--- src/rtl/serial_adder.sv ---
// serial_adder: multi-cycle adder, sum = a + b + cin over WIDTH bits,
// DIGIT bits per clock with a registered ripple carry between digits.
// Valid/ready handshake on both sides, one operation in flight at a time.
//
// Optional build macro SERIAL_ADDER_OVF_EN adds the `ovf` output
// (two's-complement overflow of the completed add).
//
// state  | meaning
// -------+-----------------------------------------------------------
// S_IDLE | waiting for operands, in_ready=1
// S_RUN  | adding one DIGIT-wide slice per cycle, STEPS cycles total
// S_DONE | result presented with out_valid=1 until out_ready
module serial_adder #(
  parameter int WIDTH = 8,
  parameter int DIGIT = 1
) (
  input  logic             clk,
  input  logic             rst_n,
  input  logic             in_valid,
  output logic             in_ready,
  input  logic [WIDTH-1:0] a,
  input  logic [WIDTH-1:0] b,
  input  logic             cin,
  output logic             out_valid,
  input  logic             out_ready,
  output logic [WIDTH-1:0] sum,
  output logic             cout,
  output logic             busy
`ifdef SERIAL_ADDER_OVF_EN
  ,
  output logic             ovf
`endif
);

  localparam int STEPS = WIDTH / DIGIT;
  localparam int CNT_W = (STEPS > 1) ? $clog2(STEPS) : 1;
  localparam logic [CNT_W-1:0] LAST_STEP = CNT_W'(STEPS - 1);

  generate
    if (WIDTH < 1 || DIGIT < 1 || (WIDTH % DIGIT) != 0) begin : g_bad_params
      $error("serial_adder: WIDTH (%0d) must be a positive multiple of DIGIT (%0d)",
             WIDTH, DIGIT);
    end
  endgenerate

  typedef enum logic [1:0] {
    S_IDLE = 2'd0,
    S_RUN  = 2'd1,
    S_DONE = 2'd2
  } state_t;

  state_t            r_state;
  state_t            w_state_nxt;
  logic              w_accept;
  logic              w_run;
  logic              w_last_step;

  logic [WIDTH-1:0]  r_a_sh;
  logic [WIDTH-1:0]  r_b_sh;
  logic [WIDTH-1:0]  r_sum;
  logic              r_carry;
  logic              r_cout;
  logic [CNT_W-1:0]  r_cnt;

  logic [DIGIT:0]    w_digit;
  logic [WIDTH-1:0]  w_sum_nxt;

  // One DIGIT-wide slice of the add; top bit is the carry into the next slice.
  assign w_digit = {1'b0, r_a_sh[DIGIT-1:0]}
                 + {1'b0, r_b_sh[DIGIT-1:0]}
                 + {{DIGIT{1'b0}}, r_carry};

  // New slice enters at the top so the LSB slice ends up at bit 0 after STEPS shifts.
  generate
    if (DIGIT == WIDTH) begin : g_sum_single
      assign w_sum_nxt = w_digit[DIGIT-1:0];
    end else begin : g_sum_shift
      assign w_sum_nxt = {w_digit[DIGIT-1:0], r_sum[WIDTH-1:DIGIT]};
    end
  endgenerate

  assign w_run       = (r_state == S_RUN);
  assign w_last_step = w_run && (r_cnt == LAST_STEP);

  // State register.
  always_ff @(posedge clk or negedge rst_n) begin
    if (!rst_n) begin
      r_state <= S_IDLE;
    end else begin
      r_state <= w_state_nxt;
    end
  end

  // Next-state and handshake outputs; accept and result handshake live in different states.
  always_comb begin
    w_state_nxt = r_state;
    w_accept    = 1'b0;
    in_ready    = 1'b0;
    out_valid   = 1'b0;
    busy        = 1'b0;
    case (r_state)
      S_IDLE: begin
        in_ready = 1'b1;
        if (in_valid) begin
          w_accept    = 1'b1;
          w_state_nxt = S_RUN;
        end
      end
      S_RUN: begin
        busy = 1'b1;
        if (r_cnt == LAST_STEP) begin
          w_state_nxt = S_DONE;
        end
      end
      S_DONE: begin
        busy      = 1'b1;
        out_valid = 1'b1;
        if (out_ready) begin
          w_state_nxt = S_IDLE;
        end
      end
      default: begin
        w_state_nxt = S_IDLE;
      end
    endcase
  end

  // Operand shift registers, ripple carry, step counter and result capture.
  always_ff @(posedge clk or negedge rst_n) begin
    if (!rst_n) begin
      r_a_sh  <= '0;
      r_b_sh  <= '0;
      r_sum   <= '0;
      r_carry <= 1'b0;
      r_cout  <= 1'b0;
      r_cnt   <= '0;
    end else if (w_accept) begin
      r_a_sh  <= a;
      r_b_sh  <= b;
      r_carry <= cin;
      r_cnt   <= '0;
    end else if (w_run) begin
      r_a_sh  <= r_a_sh >> DIGIT;
      r_b_sh  <= r_b_sh >> DIGIT;
      r_sum   <= w_sum_nxt;
      r_carry <= w_digit[DIGIT];
      r_cnt   <= r_cnt + CNT_W'(1);
      if (w_last_step) begin
        r_cout <= w_digit[DIGIT];
      end
    end
  end

  assign sum  = r_sum;
  assign cout = r_cout;

`ifdef SERIAL_ADDER_OVF_EN
  logic r_ovf;
  logic w_ovf_step;

  // Carry into the MSB is recovered as a^b^s at the top bit of the last slice.
  assign w_ovf_step = r_a_sh[DIGIT-1] ^ r_b_sh[DIGIT-1]
                    ^ w_digit[DIGIT-1] ^ w_digit[DIGIT];

  // Overflow flag captured on the final slice and held with the result.
  always_ff @(posedge clk or negedge rst_n) begin
    if (!rst_n) begin
      r_ovf <= 1'b0;
    end else if (w_last_step) begin
      r_ovf <= w_ovf_step;
    end
  end

  assign ovf = r_ovf;
`endif

endmodule

--- config.mk ---
export PLATFORM = sky130hd
export DESIGN_NAME = serial_adder
export DESIGN_NICKNAME = d
export VERILOG_FILES = /design/src/rtl/serial_adder.sv
export SDC_FILE = /design/constraint.sdc
export NUM_CORES = 1
export LEC_CHECK = 0
export BUFFER_PORTS_ARGS = -buffer_cell sky130_fd_sc_hd__buf_2
export CAP_MARGIN = 25
export CORE_AREA = 2 2 54 56
export DETAILED_ROUTE_END_ITERATION = 10
export DIE_AREA = 0 0 56 58
export PLACE_DENSITY = 0.83
export SLEW_MARGIN = 5
export SYNTH_ARGS = -nofsm -noshare
export SYNTH_HDL_FRONTEND = slang
export SYNTH_SLANG_ARGS = --single-unit
--- constraint.sdc ---
create_clock -name clk -period 3.4 [get_ports clk]
set_clock_uncertainty 0.05 [all_clocks]
set_input_delay 0.17 -clock clk [delete_from_list [all_inputs] [get_ports clk]]
set_output_delay 0.17 -clock clk [all_outputs]
set_load 0.005 [all_outputs]
# Word level (Yosys, flattened, before mapping)
# Cells that the tools add are included.
[totals]
register_bits = 31
input_bits = 21
word_cells = 41
[classes]
n_addsub = 3
n_eq_ne = 6
mux = 17
bitwise = 1
reduce_logical = 7
[op_table]
columns = ["cell", "n"]
rows = [
  ["$mux 8", 4],
  ["$mux 1", 7],
  ["$mux 2", 3],
  ["$mux 3", 2],
  ["$pmux 2 s3", 1],
  ["$reduce_and 3->1", 2],
  ["$ne 2x2->1 const B", 2],
  ["$add 3x1->3 const B", 1],
  ["$eq 3x3->1 const B", 1],
  ["$add 1x1->2", 1],
  ["$add 2x1->2", 1],
  ["$eq 2x1->1 const B", 1],
  ["$eq 2x2->1 const B", 1],
  ["$logic_not 2->1", 1],
  ["$ne 2x1->1 const B", 1],
  ["$reduce_and 2->1", 1],
  ["$reduce_bool 2->1", 1],
  ["$reduce_or 2->1", 1],
  ["$logic_and 1x1->1", 1],
  ["$not 1->1", 1],
]

# Depth between registers and ports, before layout
# Gate-level depths: netlist of the first run.
[depth]
ltp_word = 4
depth_mapped = 7
mapped_depth_nobuf = 5

# Worst setup path before layout of the first run
# Ideal clock, no wire load.
[synth_path]
path_type = "register to register"
from = "register r_state[0]"
to = "register r_state[0]"
setup_ps = 125
t_arrival_ps = 1415
slack_ps = 1811
path_stages_with_launch = 5
path_buffers = 0
period_less_slack_ps = 1589
path_cell_list = "dfrtp_1 -> inv_1 -> ha_1 -> a222oi_1 -> mux2_2"
[synth_between]
elab_chain_len = 3
word_cells_on_any_way = 8
classes_between = "eq/ne (5); mux (1); reduce/logical (2)"
[synth_rtl]
columns = ["element", "line_no", "rtl"]
rows = [
  ["start: declaration", "52", "state_t r_state;"],
  ["start signal: assignment", "90", "r_state <= w_state_nxt;"],
  ["$eq 2x1->1, or another cell as far along", "101", "case (r_state)"],
  ["$ne 2x1->1 (no line) / $ne 2x2->1 (equally long branches)", "n/a", ""],
  ["$reduce_and 3->1 (no line)", "n/a", ""],
]
# Parallel ways exist; a longest one is shown, timed or not.
# A chain may end at the register's enable or synchronous reset.

# Final worst setup path of the first run
[layout_path]
from = "register r_state[1]"
to = "register r_state[0]"
# Same word-level chain as after synthesis.

==> flow_summary.toml, run 1 <==
[status]
outcome = "completed"

[route]
ant_nets = 0
num_vias = 1013
wirelength_um = 2390
drc = 0
drt_iter0_drc = 25
viasPerCell = 5.17
post_drt_wl_per_cell_um = 12.2
dr.pass1.iters = 4

[yosys]
ys_ff_latch = 31
netlist_area_um2 = 1430
synth_commonest_cells = "31 x dfrtp_1, 17 x mux2i_1, 17 x nand2_1, 17 x o21ai_0, 11 x mux2_2"
syn_inst = 122
yosys.cell_types.count = 17
synth_ff_type = "dfrtp_1"
synth_warnings = 0
synth_top_area_share_pct = 54.2
synth_nets = 150
ys_seq_area_share_pct = 54.2
synth_top_cell_by_area = "dfrtp_1"
synthTopCellsByArea = "dfrtp_1 54%, mux2i_1 12%, mux2_2 8.7%"
synth.most_common_cell = "dfrtp_1"
synth_edf_count = 0
syn_area_per_cell_um2 = 11.7
async_flop_share_pct = 100

[timing]
slew_violations = 0
timing.final.hold_violations = 0
timing.final.crit_share_pct = 52.9
fin_ws_ns = 1.60
tightest_slew_ns = 0.649
tns_ns = 0
grt_setup_unrepaired = "no"
holdWs_ns = 0.00830
setup_viol = 0
period_minus_slack_ns = 1.80
slew-limit-headroom_pct = 56.8
fmax_mhz = 556

[finish]
fill_cells = 210
area_growth_pct = 23.3
fin_nets = 192
ff_latch_area_um2 = 776
multiInputGateArea_um2 = 593
layout-drive-gt1-share_pct = 31.5
diodes = 0
final-instance-count-excl-fill = 196

[die]
die_area_um2 = 3250
start_util_pct = 53.7
ios = 33
rows = 19
die_w_um = 56
die_y_um = 58
core_area_um2 = 2660

[clocking]
clk_latency_ns = 0.32
cts_num_sinks = 31
cts_setup_buffers = 0
max-clock-path-buffers = 2
clockRootBuffer = "clkbuf_4"
clk_pin_slew_ns = 0.09
cts-buffers-inserted = 5
htreeDepth = 2
cts_tree = "built"

[critical_path]
cp_max_fo = 22
path_class = "flip-flop to flip-flop"
worstPathRequired_ns = 3.56
arrival_ns = 1.96
end_kind = "flip-flop"
start_kind = "flip-flop"

[placed_design]
place_congestion = 0.766
hpwl_um = 1630
dp_slack_ns = 1.60
io_buffers = 32
dp_cells = 178

[power]
power_density_nw_per_um2 = 866
p_leak_nw = 0.854
vdd_drop_max_mv = 0.614

[grt]
grt.total_usage_pct = 17.3
grt_pass1_wl_um = 4220
grt_overflow_total = 0
antenna_found_initial = 0
grt_pass1_vias = 947
grt_max_degree = 38

[worst_hold_path]
hold_path.class = "primary input to flip-flop"

[job]
cap_violations = 0
## final cells by class
cell class                 count  area share [%]
timing repair buffer          43            15.2
sequential                    31            44.0
clock buffer                   8            3.90
inverter                       5            1.06
tap                           31            2.20
multi-input combinational     78            33.6
## worst paths after layout
| path | from | to | slack, ns | depth (start not counted) |
|---|---|---|---|---|
| worst max-delay path | r_state[1]$_DFFE_PN0P_ | r_state[0]$_DFFE_PN0P_ | 1.60 | 5 |
| worst min-delay path | b[1] | r_b_sh[1]$_DFFE_PN0P_ | 0.008 | 3 |
| worst max register to register | r_state[1]$_DFFE_PN0P_ | r_state[0]$_DFFE_PN0P_ | 1.60 | 5 |
| worst min register to register | sum[0]$_DFFE_PN0P_ | sum[0]$_DFFE_PN0P_ | 0.47 | 1 |
| max in group asynchronous | rst_n | r_cnt[1]$_DFFE_PN0P_ | 2.53 | 2 |
| min in group asynchronous | rst_n | r_a_sh[1]$_DFFE_PN0P_ | 0.35 | 2 |
## metrics by stage
stage                     total power (W)  area [um^2]  utilization (%)
after global routing              0.00166         1760             66.2
after detailed placement          0.00130         1590             59.9
final                             0.00153         1760             66.2
after floorplan                   0.00113         1430                -
after global placement            0.00126         1590             59.9
after CTS                         0.00155         1760             66.2
## routing by layer
layer  share of wire, %  track usage, %
met2                 47            28.9
met1                 45            20.7
met4                2.0            6.12
met5                  0               0
met3                6.0            6.25
## cell families after synthesis
group / Yosys count / share of synthesized area [%]
flops: 31 / 54.2
mux: 28 / 20.6
simple gates: 24 / 7.00
compound gates: 18 / 6.65
buf+inv: 13 / 4.29
fa+ha+maj: 7 / 6.65
xor+xnor: 1 / 0.613
## placed cells by master, fill, tap and decap left out
cell	count
clkbuf_4	5
o21ai_0	17
nand2_1	17
xnor2_1	1
fa_1	1
ha_1	6
dfrtp_1	31
clkbuf_8	2
inv_1	5
mux2_2	11
nand2b_1	2
dlygate4sd3_1	10
nand3_1	1
buf_4	1
a222oi_1	1
mux2i_1	17
nor2_1	3
and2_2	1
clkbuf_1	1
buf_2	32
## what timing repair did
item | CTS | global route
endpoints found under the setup margin | 0 | 0
hold buffers | 10 | 0
resized for setup | 0 | 0
endpoints found under the hold margin | 40 | 0
## flip-flops by register name, summed over array words and instances (netlist names)
register	cells
cout	1
r_a_sh	8
r_b_sh	8
r_carry	1
r_cnt	3
r_state	2
sum	8
## worst max-delay path: stages (launching register included)
cell      delay (ns)
dfrtp_1         0.38
inv_1           0.09
ha_1            0.18
buf_4           0.24
a222oi_1        0.38
mux2_2          0.38
## where the power goes
part | total (W) | internal, W | switching [W] | leakage (nW)
Clock | 0.000238 | 0.000122 | 0.000117 | 0.0386
Combinational | 0.000631 | 0.000334 | 0.000296 | 0.430
Sequential | 0.000657 | 0.000549 | 0.000109 | 0.386
Total | 0.00153 | 0.00100 | 0.000522 | 0.854
(Power assumes the default switching activity.)
==> run 2: changes to the inputs <==
--- a/config.mk
+++ b/config.mk
@@ -5,12 +5,13 @@
 export SDC_FILE = /design/constraint.sdc
 export NUM_CORES = 1
 export LEC_CHECK = 0
+export ABC_AREA = 1
 export BUFFER_PORTS_ARGS = -buffer_cell sky130_fd_sc_hd__buf_2
 export CAP_MARGIN = 25
-export CORE_AREA = 2 2 54 56
+export CORE_AREA = 2 2 57 59
 export DETAILED_ROUTE_END_ITERATION = 10
-export DIE_AREA = 0 0 56 58
-export PLACE_DENSITY = 0.83
+export DIE_AREA = 0 0 59 61
+export PLACE_DENSITY = 0.79
 export SLEW_MARGIN = 5
 export SYNTH_ARGS = -nofsm -noshare
 export SYNTH_HDL_FRONTEND = slang
==> constraint.sdc (replaced) <==
create_clock -name clk -period 1.8 [get_ports clk]
set_clock_uncertainty 0.05 [all_clocks]
set_input_delay 0.09 -clock clk [delete_from_list [all_inputs] [get_ports clk]]
set_output_delay 0.09 -clock clk [all_outputs]
set_load 0.005 [all_outputs]
==> run 2 against run 1 <==
Synthesized area is 7.3% higher. Setup slack worse by 1.3 ns. Core utilization is 0.70 points lower. Clock-buffer cell count stayed put. Sequential share of layout area is 3.9 points lower. Wire length is 34% higher. Critical endpoint is now r_b_sh[5]$_DFFE_PN0P_. Largest cell class unchanged. Highest routed layer unchanged.
==> flow_summary.toml, run 2 <==
[power]
power_density_nw_per_um2 = 1610
p_switching_w = 0.00124
p_seq_share_pct = 40.0
clkPwrFrac_pct = 14.8
vdd_drop_max_mv = 1.03
p_int_w = 0.00186
power_w = 0.00311
p_leak_nw = 0.953
power_frac_comb_pct = 45.1
switching_share_pct = 40.1

[placed_design]
hpwl_um = 2190
dp_cells = 224
postPlaceCellArea_um2 = 1700
io_buffers = 32
place_congestion = 0.777

[timing]
timing.final.hold_violations = 0
tns_ns = 0
tightest_slew_ns = 0.680
slew-limit-headroom_pct = 54.7
fmax_mhz = 677
grt_setup_unrepaired = "no"
slew_violations = 0
setup_viol = 0
timing.final.crit_share_pct = 82.1
period_minus_slack_ns = 1.48

[critical_path]
timing.rr.end = "r_b_sh[5]$_DFFE_PN0P_"
setup.worst_path.start = "r_state[0]$_DFFE_PN0P_"
start_kind = "flip-flop"
end_kind = "flip-flop"
cp_max_fo = 17
rrSetupSlack_ns = 0.32
crit_end = "r_b_sh[5]$_DFFE_PN0P_"
arrival_ns = 1.64
rr_startpoint = "r_state[0]$_DFFE_PN0P_"
path_class = "flip-flop to flip-flop"
worstPathRequired_ns = 1.96
reg2regPathDepth = 6

[route]
drc = 0
viasPerCell = 5.13
ant_nets = 0
drt_iter0_drc = 83
wirelength_um = 3210
post_drt_wl_per_cell_um = 12.9
num_vias = 1277
dr.pass1.iters = 4

[finish]
final_common_cell = "nand2_1"
design_area_um2 = 1930
layout_common_cells = "48 x nand2_1, 32 x buf_2, 31 x dfrtp_1, 17 x nor2_1, 17 x dlygate4sd3_1"
final-instance-count-excl-fill = 249
fin_nets = 243
post-route-util_pct = 65.5
diodes = 0
area_growth_pct = 26.1
layout-drive-gt1-share_pct = 27.8

[clocking]
htreeDepth = 2
cts-buffers-inserted = 5
clk_latency_ns = 0.33
clk_pin_slew_ns = 0.09
cts_num_sinks = 31
post_cts_resized = 0
max-clock-path-buffers = 2
clockRootBuffer = "clkbuf_4"
cts_tree = "built"

[die]
start_util_pct = 51.9
die_area_um2 = 3600
die_y_um = 61
die_w_um = 59
core_area_um2 = 2950
ios = 33
rows = 20

[yosys]
ys_ff_latch = 31
synthTopCellsByArea = "dfrtp_1 51%, nand2_1 12%, a31oi_2 8.2%"
yosys.cell_types.count = 21
ys_seq_area_share_pct = 50.6
synth_top_cell_by_area = "dfrtp_1"
syn_inst = 163
synth_commonest_cells = "48 x nand2_1, 31 x dfrtp_1, 17 x nor2_1"
synth_edf_count = 0
synth.most_common_cell = "nand2_1"
synth_warnings = 0
syn_area_per_cell_um2 = 9.41
synth_nets = 191
synth_top_area_share_pct = 50.6
async_flop_share_pct = 100
synth_ff_type = "dfrtp_1"
netlist_area_um2 = 1530

[grt]
grt_pass1_wl_um = 5520
grt.total_usage_pct = 21.1
grt_overflow_total = 0
grt_pass1_vias = 1281
grt_max_degree = 32
antenna_found_initial = 0

[status]
outcome = "completed"

[job]
cap_violations = 0

[worst_hold_path]
hold_path.class = "primary input to flip-flop"
## run 2: changes by cell type after synthesis, moves of 3 or more
cell | before | now
nand3_1 | 1 | 10
mux2_2 | 11 | 0
a21oi_1 | 0 | 4
a31oi_2 | 0 | 10
nor2_1 | 3 | 17
nor2_2 | 0 | 4
nand2_1 | 17 | 48
o21ai_1 | 0 | 3
inv_1 | 5 | 11
mux2i_1 | 17 | 0
o21ai_0 | 17 | 4
## run 2: kinds of logic (layout without fill, tap and decap cells)
group | after synthesis | in the layout | synth area share [%]
AOI/OAI and AO/OA | 22 | 22 | 13.1
xor gates and xnor gates | 1 | 1 | 0.571
adders and majority gates | 7 | 7 | 6.20
buffers and inverters | 20 | 73 | 7.50
DFF | 31 | 31 | 50.6
and+or+nand+nor | 82 | 82 | 22.0
## run 2: area by class of cell
cell class / count / area (um^2)
fillers: 257 / 1020
multi-input cells: 112 / 643
well taps: 33 / 41.3
flip-flops and latches: 31 / 776
repair buffers: 53 / 360
inverters: 12 / 45.0
clock buffers: 8 / 68.8
## run 2: metal layers
metal | vias to the layer above | wire length (um) | global-route usage [%]
li1 | 626 | - | -
met1 | 605 | 1290 | 23.6
met2 | 35 | 1700 | 37.5
met3 | 11 | 145 | 6.61
met4 | 0 | 80 | 8.44
met5 | - | 0 | 0
## run 2: per-stage QoR
stage	hold slack [ns]	worst slack, ns
2_1_floorplan	-0.256	0.461
5_1_grt	0.0154	0.200
6_report	0.0238	0.322
3_3_place_gp	0.111	0.435
3_5_place_dp	0.117	0.340
4_1_cts	0.00660	0.321
## run 2: repair_timing
| item | CTS | global route |
|---|---|---|
| buffers inserted | 0 | 0 |
| endpoints found under the hold margin | 47 | 0 |
| hold buffers | 17 | 0 |
## run 2: power groups by stage
stage | sequential, W | clock (W) | combinational [W]
floorplan | 0.00122 | 0 | 0.00106
global placement | 0.00123 | 0 | 0.00129
detailed placement | 0.00126 | 0 | 0.00137
CTS | 0.00124 | 0.000474 | 0.00141
global route | 0.00128 | 0.000500 | 0.00159
finish | 0.00124 | 0.000461 | 0.00140
## run 2: worst min-delay path by stage
| stage | start | cells after the start | slack (ns) | end |
|---|---|---|---|---|
| 2_1_floorplan | rst_n | 0 | -0.26 | cout$_DFFE_PN0P_ |
| 3_3_place_gp | rst_n | 1 | 0.11 | sum[0]$_DFFE_PN0P_ |
| 3_5_place_dp | rst_n | 1 | 0.12 | sum[1]$_DFFE_PN0P_ |
| 4_1_cts | b[5] | 3 | 0.007 | r_b_sh[5]$_DFFE_PN0P_ |
| 5_1_grt | b[5] | 3 | 0.02 | r_b_sh[5]$_DFFE_PN0P_ |
| 6_report | b[5] | 3 | 0.02 | r_b_sh[5]$_DFFE_PN0P_ |
## run 2: critical path, stage by stage, from the launching register on
cell and delay, ns:
dfrtp_1 0.43, inv_1 0.11, ha_1 0.22, nand2_2 0.09
buf_4 0.22, nor2_1 0.20, a31oi_4 0.04
